$ cat src/rtl/adc_channel_scheduler.sv
`timescale 1ns/1ps
// adc_channel_scheduler
//
// Runs conversions on the shared 8-channel serial ADC engine. A programmable
// rate divider produces round ticks. Each tick snapshots chan_mask, and every
// enabled channel is then converted once, lowest index first. Each result
// comes back as a channel-tagged sample with a one-cycle valid strobe.
//
// Optional feature: define ADC_SCHED_TIMEOUT_EN to build the conversion
// watchdog. With it defined, a channel whose conversion does not finish
// within TIMEOUT_CYCLES is abandoned and timeout_err is set. Without it,
// WAIT_DONE waits indefinitely and timeout_err stays low.
//
// Ports
//   clock, reset   system clock; asynchronous active-high reset
//   enable         scheduler run enable (also gates the rate divider)
//   chan_mask      channels to convert in each round
//   rate_div       clocks between round ticks (0 behaves as 1)
//   clear_err      clears the sticky error flags (a set event wins)
//   conv_req       level request to the ADC engine, conv_chan = its channel
//   conv_done      one-cycle completion pulse from the engine, with conv_data
//   sample_valid   one-cycle strobe, with sample_chan and sample_data
//   round_done     one-cycle pulse together with the last sample of a round
//   busy           high while a round is in progress
//   overrun        sticky: a tick arrived while a round was in progress
//   timeout_err    sticky: watchdog expired (constant 0 without the feature)
module adc_channel_scheduler #(
    parameter int NCH            = 8,
    parameter int DW             = 12,
    parameter int DIVW           = 16,
    parameter int TIMEOUT_CYCLES = 1024,
    localparam int CW            = (NCH > 1) ? $clog2(NCH) : 1
) (
    input  logic            clock,
    input  logic            reset,
    input  logic            enable,
    input  logic [NCH-1:0]  chan_mask,
    input  logic [DIVW-1:0] rate_div,
    input  logic            clear_err,
    output logic            conv_req,
    output logic [CW-1:0]   conv_chan,
    input  logic            conv_done,
    input  logic [DW-1:0]   conv_data,
    output logic            sample_valid,
    output logic [CW-1:0]   sample_chan,
    output logic [DW-1:0]   sample_data,
    output logic            round_done,
    output logic            busy,
    output logic            overrun,
    output logic            timeout_err
);

    typedef enum logic [1:0] {IDLE, ISSUE, WAIT_DONE, GAP} state_t;

    function automatic logic [CW-1:0] lowest_set(input logic [NCH-1:0] m);
        logic [CW-1:0] idx;
        idx = '0;
        for (int i = NCH - 1; i >= 0; i--) begin
            if (m[i]) idx = CW'(i);
        end
        return idx;
    endfunction

    // ---- rate divider ----
    // The terminal count is captured at each wrap, so a rate_div change only
    // shapes the following period. On the first enabled cycle nothing has
    // been captured yet, so the live value is used directly.
    logic [DIVW-1:0] div_cnt, div_lim, lim_now, lim_eff;
    logic            div_armed, tick;

    always_comb begin
        lim_now = (rate_div == '0) ? '0 : rate_div - DIVW'(1);
        lim_eff = div_armed ? div_lim : lim_now;
        tick    = enable && (div_cnt == lim_eff);
    end

    always_ff @(posedge clock or posedge reset) begin
        if (reset) begin
            div_cnt   <= '0;
            div_lim   <= '0;
            div_armed <= 1'b0;
        end else if (!enable) begin
            div_cnt   <= '0;
            div_armed <= 1'b0;
        end else begin
            div_armed <= 1'b1;
            if (tick) begin
                div_cnt <= '0;
                div_lim <= lim_now;
            end else begin
                div_cnt <= div_cnt + DIVW'(1);
                if (!div_armed) div_lim <= lim_eff;
            end
        end
    end

    // ---- round sequencer ----
    state_t          state, state_n;
    logic [NCH-1:0]  pending, pending_n, cur_bit;
    logic [CW-1:0]   cur_chan, sample_chan_n;
    logic [DW-1:0]   sample_data_n;
    logic            conv_req_n, sample_valid_n, round_done_n, overrun_n;
    logic            retire;

`ifdef ADC_SCHED_TIMEOUT_EN
    localparam int WDW = $clog2(TIMEOUT_CYCLES + 1);
    logic [WDW-1:0]  wd, wd_n;
    logic            timeout_err_n;
`endif

    // pending is a snapshot, so the channel in flight is always its lowest set bit
    assign cur_chan  = lowest_set(pending);
    assign cur_bit   = NCH'(1) << cur_chan;
    assign conv_chan = cur_chan;
    assign busy      = (state != IDLE);

    always_comb begin
        state_n        = state;
        pending_n      = pending;
        conv_req_n     = conv_req;
        sample_valid_n = 1'b0;
        sample_chan_n  = sample_chan;
        sample_data_n  = sample_data;
        round_done_n   = 1'b0;
        overrun_n      = clear_err ? 1'b0 : overrun;
        retire         = 1'b0;
`ifdef ADC_SCHED_TIMEOUT_EN
        wd_n          = wd;
        timeout_err_n = clear_err ? 1'b0 : timeout_err;
`endif

        if (tick && state != IDLE) overrun_n = 1'b1;

        case (state)
            IDLE: begin
                if (tick && chan_mask != '0) begin
                    pending_n = chan_mask;
                    state_n   = ISSUE;
                end
            end
            ISSUE: begin
                if (!enable) begin
                    round_done_n = 1'b1;
                    state_n      = IDLE;
                end else begin
                    conv_req_n = 1'b1;
                    state_n    = WAIT_DONE;
`ifdef ADC_SCHED_TIMEOUT_EN
                    wd_n = '0;
`endif
                end
            end
            WAIT_DONE: begin
                // A completion in the expiry cycle still counts as a success.
                if (conv_done) begin
                    retire         = 1'b1;
                    sample_valid_n = 1'b1;
                    sample_chan_n  = cur_chan;
                    sample_data_n  = conv_data;
                end
`ifdef ADC_SCHED_TIMEOUT_EN
                else if (wd == WDW'(TIMEOUT_CYCLES - 1)) begin
                    retire        = 1'b1;
                    timeout_err_n = 1'b1;
                end else begin
                    wd_n = wd + WDW'(1);
                end
`endif
            end
            GAP: begin
                if (!enable) begin
                    round_done_n = 1'b1;
                    state_n      = IDLE;
                end else begin
                    state_n = ISSUE;
                end
            end
            default: state_n = IDLE;
        endcase

        // The serial transfer cannot be aborted, so losing enable only ends
        // the round once the outstanding channel has retired.
        if (retire) begin
            conv_req_n = 1'b0;
            pending_n  = pending & ~cur_bit;
            if (pending_n == '0 || !enable) begin
                round_done_n = 1'b1;
                state_n      = IDLE;
            end else begin
                state_n = GAP;
            end
        end
    end

    always_ff @(posedge clock or posedge reset) begin
        if (reset) begin
            state        <= IDLE;
            pending      <= '0;
            conv_req     <= 1'b0;
            sample_valid <= 1'b0;
            sample_chan  <= '0;
            sample_data  <= '0;
            round_done   <= 1'b0;
            overrun      <= 1'b0;
`ifdef ADC_SCHED_TIMEOUT_EN
            wd           <= '0;
            timeout_err  <= 1'b0;
`endif
        end else begin
            state        <= state_n;
            pending      <= pending_n;
            conv_req     <= conv_req_n;
            sample_valid <= sample_valid_n;
            sample_chan  <= sample_chan_n;
            sample_data  <= sample_data_n;
            round_done   <= round_done_n;
            overrun      <= overrun_n;
`ifdef ADC_SCHED_TIMEOUT_EN
            wd           <= wd_n;
            timeout_err  <= timeout_err_n;
`endif
        end
    end

`ifndef ADC_SCHED_TIMEOUT_EN
    // Watchdog compiled out: the flag is tied low for every legal TIMEOUT_CYCLES.
    assign timeout_err = (TIMEOUT_CYCLES < 0);
`endif

endmodule

$ cat config.mk
export PLATFORM = sky130hd
export DESIGN_NAME = adc_channel_scheduler
export DESIGN_NICKNAME = d
export VERILOG_FILES = /design/src/rtl/adc_channel_scheduler.sv
export SDC_FILE = /design/constraint.sdc
export NUM_CORES = 1
export LEC_CHECK = 0
export ABC_AREA = 0
export CAP_MARGIN = 5
export CORE_ASPECT_RATIO = 0.7
export CORE_MARGIN = 5
export CORE_UTILIZATION = 41
export DETAILED_ROUTE_END_ITERATION = 6
export GPL_TIMING_DRIVEN = 0
export PLACE_DENSITY_LB_ADDON = 0.3
export SYNTH_ARGS = -nofsm -noshare
export SYNTH_HDL_FRONTEND = slang
export SYNTH_SLANG_ARGS = --single-unit
$ cat constraint.sdc
create_clock -name clock -period 8.85 [get_ports clock]
set_input_delay 2.655 -clock clock [delete_from_list [all_inputs] [get_ports clock]]
set_output_delay 2.655 -clock clock [all_outputs]
set_load 0.01 [all_outputs]
==> results of run 1 <==
cells by family (layout without fill, tap and decap cells):
family | Yosys count | count (layout)
simple gates | 174 | 174
compound gates | 79 | 79
flops | 62 | 62
buf+inv | 39 | 116
xor+xnor | 31 | 31
mux | 21 | 21
fa+ha+maj | 5 | 5
other cells | 1 | 1
through the flow:
step	setup WS (ns)	instance area [um^2]	total power, mW
after floorplan	3.20	3770	0.397
after global placement	2.27	4550	0.450
after detailed placement	2.22	4570	0.454
after CTS	2.55	4840	0.784
after global routing	2.20	4840	0.810
final	2.49	4840	0.776
flip-flops by register name, summed over array words and instances, names as in the netlist:
register      count
sample_data      12
pending           8
div_armed         1
round_done        1
sample_valid      1
div_cnt          16
conv_req          1
overrun           1
state             2
div_lim          16
sample_chan       3
synth_stat cells, drive strengths merged (2+ instances only):
library cell   n
nand2         65
dfrtp         62
nor2          31
inv           19
o21ai         18
xor2          16
a21oi         15
xnor2         15
clkbuf        13
or3           13
mux2          12
nand3         12
nor4          10
mux2i          9
nand4          9
and3           7
nor3           7
o31ai          7
a21o           6
buf            6
a211o          5
a211oi         5
or4            5
or2            4
ha             3
o211ai         3
o31a           3
a2111o         2
a21boi         2
a31oi          2
a41oi          2
maj3           2
nand2b         2
nor2b          2
nor3b          2
o21bai         2
layout by cell type, fill, tap and decap left out, drive strengths merged, types with 6 or more instances in the layout:
cell type,Yosys,final
clkdlybuf4s50,0,62
nor4,10,10
nand3,12,12
or3,13,13
buf,6,7
inv,19,19
xnor2,15,15
and3,7,7
xor2,16,16
o31ai,7,7
dfrtp,62,62
a21oi,15,15
nor2,31,31
a21o,6,6
nand2,65,65
mux2i,9,9
mux2,12,12
clkbuf,13,26
nor3,7,7
nand4,9,9
o21ai,18,18
worst max path at each step:
stage	start	to	slack (ns)
2_1_floorplan	rate_div[0]	pending[2]	3.20
3_3_place_gp	rate_div[0]	pending[7]	2.27
3_5_place_dp	rate_div[0]	pending[7]	2.22
4_1_cts	rate_div[0]	pending[7]	2.55
5_1_grt	rate_div[0]	pending[7]	2.20
6_report	rate_div[0]	pending[7]	2.49
metal layers:
layer | share of wire [%] | wire length, um
met1 | 48 | 4540
met2 | 46 | 4320
met3 | 4.9 | 457
met4 | 1.0 | 95
met5 | 0 | 0
worst reg2reg max path, stage by stage, from the launching register on:
cell,delay (ns)
dfrtp_1,0.31
clkbuf_1,0.28
clkbuf_1,0.41
clkbuf_1,0.51
nand3b_1,0.19
nand2_1,0.06
a2111o_1,0.47
or3_4,0.44
nor3_4,0.37
o21ai_0,0.16
power by group:
group          leakage, nW  switching [mW]  internal (mW)
logic                 1.16          0.0656         0.0687
clock network        0.138           0.117          0.208
registers            0.796          0.0139          0.302
total                 2.10           0.196          0.580
area by class of cell:
cell class | instances | area [um^2] | share of cell area (%)
Buffer | 19 | 93.8 | 1.94
Clock buffer | 13 | 270 | 5.58
Clock inverter | 1 | 5.00 | 0.103
Inverter | 20 | 75.1 | 1.55
Multi-Input combinational cell | 311 | 2050 | 42.3
Sequential cell | 62 | 1550 | 32.0
Tap cell | 124 | 155 | 3.20
Timing Repair Buffer | 63 | 641 | 13.2
==> results.md, run 1 <==
STA:
- Adding up every negative setup slack in the final design gives 0 ns.
- The routed design could run at a clock period as short as ~6.4 ns.
- The headroom to the max-slew limit is between 40% and 50%.
- The count of final setup violators is 0.
- Final hold analysis gives a worst-case slack of 0.470 ns.
- The number of max-slew violations in the final report is 0.
- Dividing the final minimum period by the clock period gives approximately 70%.
- The final count of hold timing violations is 0.
- The maximum frequency from static timing analysis is approximately 160 MHz.
- The transition time at the pin with the least slew margin is approximately 0.8 ns.
- Setup repair after global routing left no endpoint under its margin.
- The setup skew after layout is roughly 0.007 ns.

Placed design:
- The routability congestion estimate is a little under 0.9.
- Counting tap cells, the placed design contains a total of ~600 instances.
- The number of I/O port buffers is 62.
- The HPWL after detailed placement is just over 7 mm.

Setup path:
- The worst setup path is launched from an input port.
- Data on the critical path arrives at its endpoint at 6.57 ns.
- The launch instance of the worst register-to-register path is div_armed.
- The start-to-end type of the worst setup path is input port to flip-flop.
- Among the stages of the critical path, the cell type that occurs most often is clkbuf_1.
- The worst register-to-register path ends at pending[0].
- The peak fanout along the critical path is 10.
- The type of element capturing the critical path is a flip-flop.
- The required arrival time at the worst endpoint is between 9 and 10 ns.
- The delay of the slowest cell on the worst path is between 0.6 and 0.7 ns.
- In this run the number of cells on the critical path is 13.
- Walking the worst path, the cells encountered are clkdlybuf4s50_1, inv_1, ha_1, nor4b_2, and4_1, buf_2, clkbuf_1, nor3_1, a211oi_1, a41o_1, clkbuf_1, a31oi_1, a211o_1.
- The number of buffers and inverters on the critical path is 5.
- The slack of the worst reg-to-reg path is around 5.5 ns.
- The slowest stage of the critical path belongs to the cell nor4b_2.
- Measured in cells, the most critical reg-to-reg path has a length of 9.
- On the critical path the largest part of the delay comes from buffers and inverters.

Global routing:
- Global routing consumed, over all layers together, between 15 and 20% of the routing resources.
- The met3 usage in global routing is 4.21%.
- The initial antenna violation count is 0.
- For this run, global-route usage on met1 was measured as 24.6%.
- The global routing usage on met2 is around a quarter.
- The number of global-route vias before repair is 3114.
- The first global-routing pass estimated about 16 mm of wire.
- The largest net degree at the start of global routing is 44.
- The overall overflow remaining after global route is 0.
- The global routing stage identified its most utilized layer as met2.

Hold path:
- The min-delay analysis places its worst path in the category flip-flop to flip-flop.
- The depth of the worst hold-timing path is 2.
- The capture endpoint of the worst hold path is sample_data[5].
- The origin of the worst min-delay path is sample_data[5].

Clock network:
- For the worst-skew pair, the clock arrives at the later sink with an insertion delay of 0.33 ns.
- The number of buffers inserted for hold repair after clock tree synthesis is 0.
- The number of sinks on the clock net is just over 60.
- The number of gates given a new drive strength after cts is 0.
- The H-tree generated during clock tree synthesis spans 3 levels.
- Buffers added to address setup during post-CTS repair amount to 0.
- The CTS root buffer is clkbuf_16.
- TritonCTS built the clock tree.
- The clock-pin transition on the worst setup and hold timing paths is about 0.05 ns.
- Clock tree synthesis inserted a total of 9 buffers.
- The maximum count of clock buffers along a single path is 2.

Yosys:
- By area the synthesized netlist is led by dfrtp_1, nand2_1, xor2_1.
- The cell taking the most area after synthesis is dfrtp_1.
- The share of synthesized flip-flops with an asynchronous set or reset is between 90% and 100%.
- By area, the combinational part of the netlist is dominated by simple AND/OR/NAND/NOR gates.
- Summing the areas of all compound-gate instances in the mapped netlist gives roughly 16% of the synthesized area.
- During synthesis, Yosys emitted a total of 0 warnings.
- The synthesized netlist devotes 23.6% of its cell area to simple gates.
- The post-synth net total is around 460.
- The post-synth design cell area is approximately 3800 um^2.
- The number of different library cells in the post-synthesis netlist is 65.
- Summing the areas of all xor and xnor instances in the mapped netlist gives 7.20% of the synthesized area.
- The number of flops mapped to enable cells by yosys is 0.
- The portion of netlist area occupied by mux cells is ~6.4%.
- Among all flip-flop cells after synthesis, the most frequent one is dfrtp_1.
- The share of the synthesized area in the top cell type is between 40 and 50%.
- The synthesized design contains 62 register bits.
- A synthesized cell averages a little over 9 um^2.
- Synthesis handed over a netlist of 412 instances.
- The register area share after synthesis is between 40% and 50%.
- Of the total synthesized cell area, the portion taken by full adders, half adders and majority gates is under 10%.

Route:
- The routed design has between 9 and 10 mm of wire.
- The first detailed-routing pass ran for 4 iterations.
- The detailed router finished its first iteration with 204 violations.
- After detailed routing, the number of vias per cell comes to about 5.3.
- The final route contains between 3000 and 4000 vias.
- After detailed routing, the number of remaining DRC violations is 0.
- The count of nets left with antenna violations once routing finished came out at 0.
- The post-detailed-route wirelength per cell is between 15 and 20 um.

Floorplanning:
- The floorplan has 29 rows.
- In this run the count of I/O pins placed on the die edge is 65.
- Measured along the y axis, the die boundary spans 90.2 um.
- The die covers around 11000 um^2.
- The width of the chip is ~120 um.
- The core outline area is between 9000 and 10000 um^2.
- The starting utilization of the core area is roughly two fifths.

Pwr:
- For this design the ratio of total power to cell area is ~160 nW/um^2.
- The static leakage power is between 2 and 2.5 nW.
- Across the VDD grid, the largest voltage drop is ~0.094 mV.

Cells and area:
- Cells fill 53.6% of the core in the end.
- The final-layout fill cell count is 813.
- The signed area change from the synthesized netlist to the final layout is 28.4%.
- Once layout is complete, the cells apart from fillers number slightly above 600.
- 0 antenna diodes ended up in the layout.
- The share of cells above drive strength 1 is 10.6%.
- The total number of nets in the final design is 530.

Run:
- The tool flagged a number of max-cap violations equal to 0.

Run status:
- The flow ran to the end, and the final reports show no timing, DRC or antenna violations.
Power figures use the tool's default switching activity.
==> inputs of run 2 (changes only) <==
==> constraint.sdc (replaced) <==
create_clock -name clock -period 5.2 [get_ports clock]
set_input_delay 1.56 -clock clock [delete_from_list [all_inputs] [get_ports clock]]
set_output_delay 1.56 -clock clock [all_outputs]
set_load 0.01 [all_outputs]
==> results.md, run 2 (synthesis results as in run 1) <==
Run status:
- The flow ran to the end, and the final reports show no timing, DRC or antenna violations.

Clock network:
- The number of buffers created by CTS is 9 (unchanged).
- The CTS tree is built.
- The maximum level of the CTS H-tree came to 3 (unchanged).
- The later-pin clock latency in the skew report is 0.33 ns (about the same).
- The cell sitting at the root of the clock tree is a clkbuf_16.
- The clock-pin transition on the worst setup and hold timing paths came to 0.05 ns (about the same).
- The maximum count of clock buffers along a single path was 2 (unchanged).
- The number of sinks on the clock net is 62 (unchanged).
- The number of buffers inserted for hold repair after clock tree synthesis is 0 (unchanged).

Pwr:
- The net switching share of the total power is 25.3% (about the same).
- The largest vdd supply drop is 0.161 mV (+71%).
- The static leakage power is 2.13 nW (+1.4%).
- The clock network fraction of design power is 41.9% (about the same).
- The total power per unit cell area came to 271 nW/um^2 (+69%).
- The switching component of the power is 334 uW (+70%).
- The share of total power in sequential cells is 40.7% (about the same).
- The internal power came to 988 uW (+70%).
- The total power draw came to 1.32 mW (+70%).
- The combinational group share of total power came to 17.4% (about the same).

Setup path:
- The data arrival at the endpoint of the critical path is 5.21 ns (-1.36 ns).
- The worst register-to-register path ends at div_lim[1].
- The slack of the worst reg-to-reg path is 1.88 ns (-3.62 ns).
- The peak fanout along the critical path was 10 (unchanged).
- The start-to-end type of the worst setup path is input port to flip-flop.
- The worst setup path is captured at a flip-flop.
- In this run the critical register-to-register path is launched from div_armed.
- The required arrival time at the worst endpoint is 5.41 ns (-3.65 ns).
- The length in cells of the worst reg-to-reg path came to 10 (+1).
- STA classifies the critical path startpoint as an input port.

Placed design:
- The post-place setup slack is -0.330 ns (-2.55 ns).
- The HPWL after detailed placement came to 7.16 mm (unchanged).
- The number of I/O port buffers is 62 (unchanged).
- The routability congestion estimate is 0.871 (unchanged).

Global routing:
- The initial antenna violation count was 0 (unchanged).
- The total routing usage reported by global routing is 17.0% (about the same).
- The first-pass GRT wire length is 15.7 mm (unchanged).
- The overall overflow remaining after global route is 0 (unchanged).
- The largest net degree at the start of global routing is 44 (unchanged).
- The number of global-route vias before repair is 3114 (unchanged).

STA:
- The final critical-path setup slack is 0.193 ns (-2.29 ns).
- Setup repair after global routing left no endpoint under its margin.
- The transition time at the pin with the least slew margin is 0.750 ns (-0.0268 ns).
- The setup TNS came to 0 ns (unchanged).
- For the finished layout, the period the worst path requires is 5.01 ns.
- The final count of hold timing violations is 0 (unchanged).
- The hold slack is 0.470 ns (-0.0000550 ns).
- The count of final setup violators is 0 (unchanged).
- Based on the critical path, the design can be clocked at up to around 200 MHz.
- The share of the clock period used by the worst path is 96.3%.
- The number of max-slew violations in the final report was 0 (unchanged).
- The headroom to the max-slew limit was 49.5% (+1.8 points).
- The setup skew after layout is 0.00682 ns (-0.000173 ns).

Route:
- The violation count after the first detailed-route iteration came to 174 (-15%).
- The number of detailed-route iterations in the first pass is 4 (unchanged).
- The total wire length is 9.47 mm (+0.61%).
- The detailed-route via count was 3274 (-0.12%).
- The post-route DRC violation count came to 0 (unchanged).
- The number of antenna-violating nets in the routed design is 0 (unchanged).
- The detailed-route vias per instance is 5.31 (-0.61%).
- The post-detailed-route wirelength per cell is 15.4 um (+0.12%).

Cells and area:
- The utilization after layout is 54.0% (+0.39 points).
- The share of cells above drive strength 1 is 11.4% (+0.75 points).
- In the final layout, the registers with the most flip-flops are div_cnt (16), div_lim (16), sample_data (12).
- The signed area change from the synthesized netlist to the final layout is 29.3%.
- The number of inserted diodes came to 0 (unchanged).
- The total number of nets in the final design is 533 (+0.57%).
- The leading cell type in the layout, fill and taps excluded is nand2_1.
- In the layout the commonest cells are nand2_1, dfrtp_1, clkdlybuf4s50_1.

Floorplanning:
- The core outline area came to 9030 um^2 (unchanged).
- The starting utilization of the core area came to 41.7% (unchanged).
- The number of rows created at floorplan is 29 (unchanged).
- The number of top-level pins is 65 (unchanged).
- The area of the die is 11200 um^2 (unchanged).
- The width of the chip is 125 um (unchanged).
- The floorplan die height is 90.2 um (unchanged).

Hold path:
- The startpoint identified for the worst hold timing path is sample_data[5].
- The depth of the worst hold-timing path was 2 (unchanged).
- The capture endpoint of the worst hold path is sample_data[5].
- The class of the tightest hold or removal check is flip-flop to flip-flop.

Run:
- The total of max-cap violations was 0 (unchanged).
## run 2: cell count changes in the layout (fill, tap and decap cells not counted), sizes merged
cell / previous run / this run
buf: 7 / 10
clkdlybuf4s50: 62 / 61
dlymetal6s2s: 0 / 1
## run 2: timing repair
item                       CTS  global route
pin swaps                    0             2
gates resized for setup      1             3
cloned                       0             0
setup endpoints to repair    1            19
buffers inserted             0             3
## run 2: how the worst max path moves through the flow
stage	start	endpoint	cells past startpoint
after floorplan	rate_div[0]	pending[2]	11
after global placement	rate_div[0]	pending[7]	13
after detailed placement	rate_div[0]	pending[7]	13
after CTS	rate_div[0]	pending[0]	12
after global routing	rate_div[1]	pending[1]	12
final	rate_div[1]	div_lim[1]	13
## run 2: layout make-up
cell class | count | area [um^2]
Buffer | 19 | 95.1
Clock buffer | 13 | 270
Clock inverter | 1 | 5.00
Fill cell | 809 | 4160
Inverter | 20 | 75.1
Multi-Input combinational cell | 311 | 2060
Sequential cell | 62 | 1550
Tap cell | 124 | 155
Timing Repair Buffer | 66 | 666
## run 2: layer usage
layer / GRT usage (%) / share of wire [%] / vias to the layer above
li1: - / - / 1619
met1: 24.6 / 49 / 1571
met2: 25.5 / 46 / 80
met3: 4.21 / 5.0 / 4
met4: 4.47 / 0.67 / 0
met5: 0 / 0 / -
## run 2: metrics by stage
stage	std cells	instance area, um^2
after floorplan	412	3770
after detailed placement	599	4570
after CTS	613	4850
final	616	4880
after global routing	616	4880
after global placement	598	4550
## run 2: worst max-delay path, stage by stage
cell	delay (ns)
clkdlybuf4s50_1	0.46
inv_1	0.11
ha_1	0.18
or3b_1	0.34
buf_2	0.18
or4_1	0.44
a211o_1	0.34
a21o_1	0.21
a2111o_1	0.44
o31ai_4	0.31
nand2_4	0.15
buf_6	0.19
mux2_4	0.30
## run 2: power groups by stage
stage | clock (mW) | combinational (mW) | sequential [mW]
2_1_floorplan | 0 | 0.134 | 0.543
3_3_place_gp | 0 | 0.222 | 0.544
3_5_place_dp | 0 | 0.228 | 0.545
4_1_cts | 0.567 | 0.230 | 0.538
5_1_grt | 0.585 | 0.253 | 0.542
6_report | 0.554 | 0.230 | 0.538
==> inputs of run 3 (changes only) <==
--- a/config.mk
+++ b/config.mk
@@ -7,7 +7,7 @@
 export LEC_CHECK = 0
 export ABC_AREA = 0
 export CAP_MARGIN = 5
-export CORE_ASPECT_RATIO = 0.7
+export CORE_ASPECT_RATIO = 1.4
 export CORE_MARGIN = 5
 export CORE_UTILIZATION = 41
 export DETAILED_ROUTE_END_ITERATION = 6
==> results.md, run 3 (synthesis results as in run 1) <==
Pwr:
- The largest vdd supply drop is 0.224 mV (+39%).
- The static leakage power is 2.13 nW (+0.13%).
- The total power per unit cell area was 281 nW/um^2 (+3.6%).
- The total power draw is 1.37 mW (+3.3%).

Route:
- The total wire length is 9.48 mm (about the same).
- The post-detailed-route wirelength per cell is 15.8 um (+3.1%).
- The post-route DRC violation count is 0 (unchanged).
- The number of antenna-violating nets in the routed design is 0 (unchanged).
- The detailed-route vias per instance is 5.43 (+2.2%).
- The violation count after the first detailed-route iteration is 134 (-23%).
- The number of detailed-route iterations in the first pass is 4 (unchanged).
- The detailed-route via count was 3248 (-0.79%).

Placed design:
- The number of I/O port buffers is 62 (unchanged).
- The routability congestion estimate is 0.854 (-1.9%).
- The post-place setup slack is -0.327 ns (+0.00327 ns).
- The number of placed instances, taps included is 582 (-2.8%).
- The HPWL after detailed placement came to 7.06 mm (-1.4%).

Setup path:
- The type of element capturing the critical path is a flip-flop.
- The start-to-end type of the worst setup path is input port to flip-flop.
- The slack of the worst reg-to-reg path is 1.84 ns (-0.04 ns).
- The worst register-to-register path begins at div_armed.
- The end of the worst register-to-register path is div_cnt[9].
- The data arrival at the endpoint of the critical path is 5.23 ns (+0.02 ns).
- The peak fanout along the critical path is 10 (unchanged).
- The worst setup path is launched from an input port.
- The length in cells of the worst reg-to-reg path is 10 (unchanged).
- The required arrival time at the worst endpoint is 5.42 ns (about the same).
- The capture point of the worst path is div_cnt[9].
- The launching element of the worst setup path is rate_div[0].

Cells and area:
- The number of inserted diodes is 0 (unchanged).
- The share of cells above drive strength 1 is 11.2% (-0.18 points).
- The utilization after layout came to 53.9% (-0.12 points).
- The total number of nets in the final design is 530 (-0.56%).
- The library cell used most frequently in the layout, excluding fill and tap cells, is nand2_1.
- The area taken by flip-flops and latches is 1550 um^2 (unchanged).
- Leaving out fill and tap cells, the most frequent cells in the layout are nand2_1, dfrtp_1, clkdlybuf4s50_1.
- The signed area change from the synthesized netlist to the final layout is 29.0%.
- In the final layout, the registers with the most flip-flops are div_cnt (16), div_lim (16), sample_data (12).
- The non-filler instance count after layout is 598 (-2.9%).
- The area used by multi-input combinational logic is 2060 um^2 (+0.30%).
- The final-layout fill cell count is 817 (+0.99%).

Floorplanning:
- The area of the die is 11200 um^2 (about the same).
- The number of rows created at floorplan is 41 (+41%).
- The floorplan die height came to 123 um (+37%).
- The number of top-level pins came to 65 (unchanged).
- The width of the chip is 91.0 um (-27%).
- The core outline area came to 9030 um^2 (about the same).
- The starting utilization of the core area is 41.8% (about the same).

Global routing:
- The initial antenna violation count was 0 (unchanged).
- The number of global-route vias before repair is 3393 (+9.0%).
- The first-pass GRT wire length is 15.8 mm (+1.2%).
- The overall overflow remaining after global route is 0 (unchanged).
- The largest net degree at the start of global routing was 41 (-6.8%).
- The total routing usage reported by global routing is 17.6% (+0.58 points).

Clock network:
- The later-pin clock latency in the skew report was 0.33 ns (about the same).
- The maximum count of clock buffers along a single path came to 2 (unchanged).
- The number of buffers inserted for hold repair after clock tree synthesis is 0 (unchanged).
- The clock-pin transition on the worst setup and hold timing paths is 0.05 ns (about the same).
- The CTS root buffer is clkbuf_16.
- The CTS tree is built.
- The number of buffers created by CTS is 9 (unchanged).
- The number of sinks on the clock net is 62 (unchanged).
- The maximum level of the CTS H-tree came to 3 (unchanged).

STA:
- The headroom to the max-slew limit is 57.7% (+8.2 points).
- The transition time at the pin with the least slew margin is 0.629 ns (-0.121 ns).
- Setup repair after global routing left no endpoint under its margin.
- The count of final setup violators came to 0 (unchanged).
- The share of the clock period used by the worst path is 96.4% (about the same).
- The number of max-slew violations in the final report came to 0 (unchanged).
- The setup skew after layout is 0.00675 ns (-0.0000737 ns).
- The maximum frequency from static timing analysis is 200 MHz (about the same).
- The final critical-path setup slack is 0.189 ns (-0.00351 ns).
- The final count of hold timing violations came to 0 (unchanged).
- The time the worst path needs with I/O delays and setup is 5.01 ns (+0.00351 ns).

Hold path:
- The class of the tightest hold or removal check is flip-flop to flip-flop.
- The depth of the worst hold-timing path came to 2 (unchanged).

Run status:
- The flow ran to the end, and the final reports show no timing, DRC or antenna violations.

Run:
- The total of max-cap violations is 0 (unchanged).
run 3: cell count changes in the layout (fill, tap and decap cells not counted), sizes merged:
cell and delta:
clkdlybuf4s50 +1, bufinv +1, clkinv +2, dlymetal6s2s -1
clkbuf -1, buf -3
run 3: worst min-delay path by stage:
stage,start,to
after floorplan,div_lim[5],div_lim[5]
after global placement,sample_data[11],sample_data[11]
after detailed placement,sample_data[10],sample_data[10]
after CTS,sample_data[10],sample_data[10]
after global routing,sample_data[6],sample_data[6]
final,sample_data[10],sample_data[10]
run 3: worst max-delay path, stage by stage:
cell	delay (ns)
clkdlybuf4s50_1	0.50
inv_1	0.12
ha_1	0.17
or3b_1	0.33
buf_2	0.18
or4_1	0.44
a211o_1	0.33
a21o_1	0.20
a2111o_1	0.45
or3_4	0.44
o21ai_4	0.26
buf_6	0.18
nor2_1	0.05
run 3: cell type report:
class | instances | share of cell area, %
tap | 107 | 2.75
clock buffer | 12 | 5.28
buffer | 19 | 1.96
sequential | 62 | 31.9
multi-input combinational | 311 | 42.5
inverter | 20 | 1.54
clock inverter | 4 | 0.926
timing repair buffer | 63 | 13.2
run 3: report_power, final:
part / total [mW] / leakage (nW) / internal, mW / switching (mW)
registers: 0.538 / 0.796 / 0.515 / 0.0235
logic: 0.230 / 1.18 / 0.117 / 0.112
clock network: 0.598 / 0.152 / 0.394 / 0.204
total: 1.37 / 2.13 / 1.03 / 0.340
run 3: routing by layer:
| layer | GRT usage, % | routed length, um | up-vias |
|---|---|---|---|
| met3 | 5.60 | 564 | 15 |
| li1 | - | - | 1612 |
| met1 | 19.5 | 4040 | 1539 |
| met5 | 0 | 0 | - |
| met4 | 8.53 | 187 | 0 |
| met2 | 30.6 | 4690 | 82 |
run 3: stage by stage:
step / hold slack, ns / cell area, um^2 / setup TNS, ns
after floorplan: 0.470 / 3770 / 0
final: 0.477 / 4860 / 0
after global routing: 0.511 / 4860 / 0
after global placement: 0.459 / 4520 / -2.92
after detailed placement: 0.468 / 4540 / -3.35
after CTS: 0.480 / 4850 / 0
run 3: what timing repair did:
item,in CTS,in global routing
buffers inserted,0,0
gates resized for setup,1,3
setup endpoints to repair,1,5
gates cloned,0,0
pin swaps,0,1
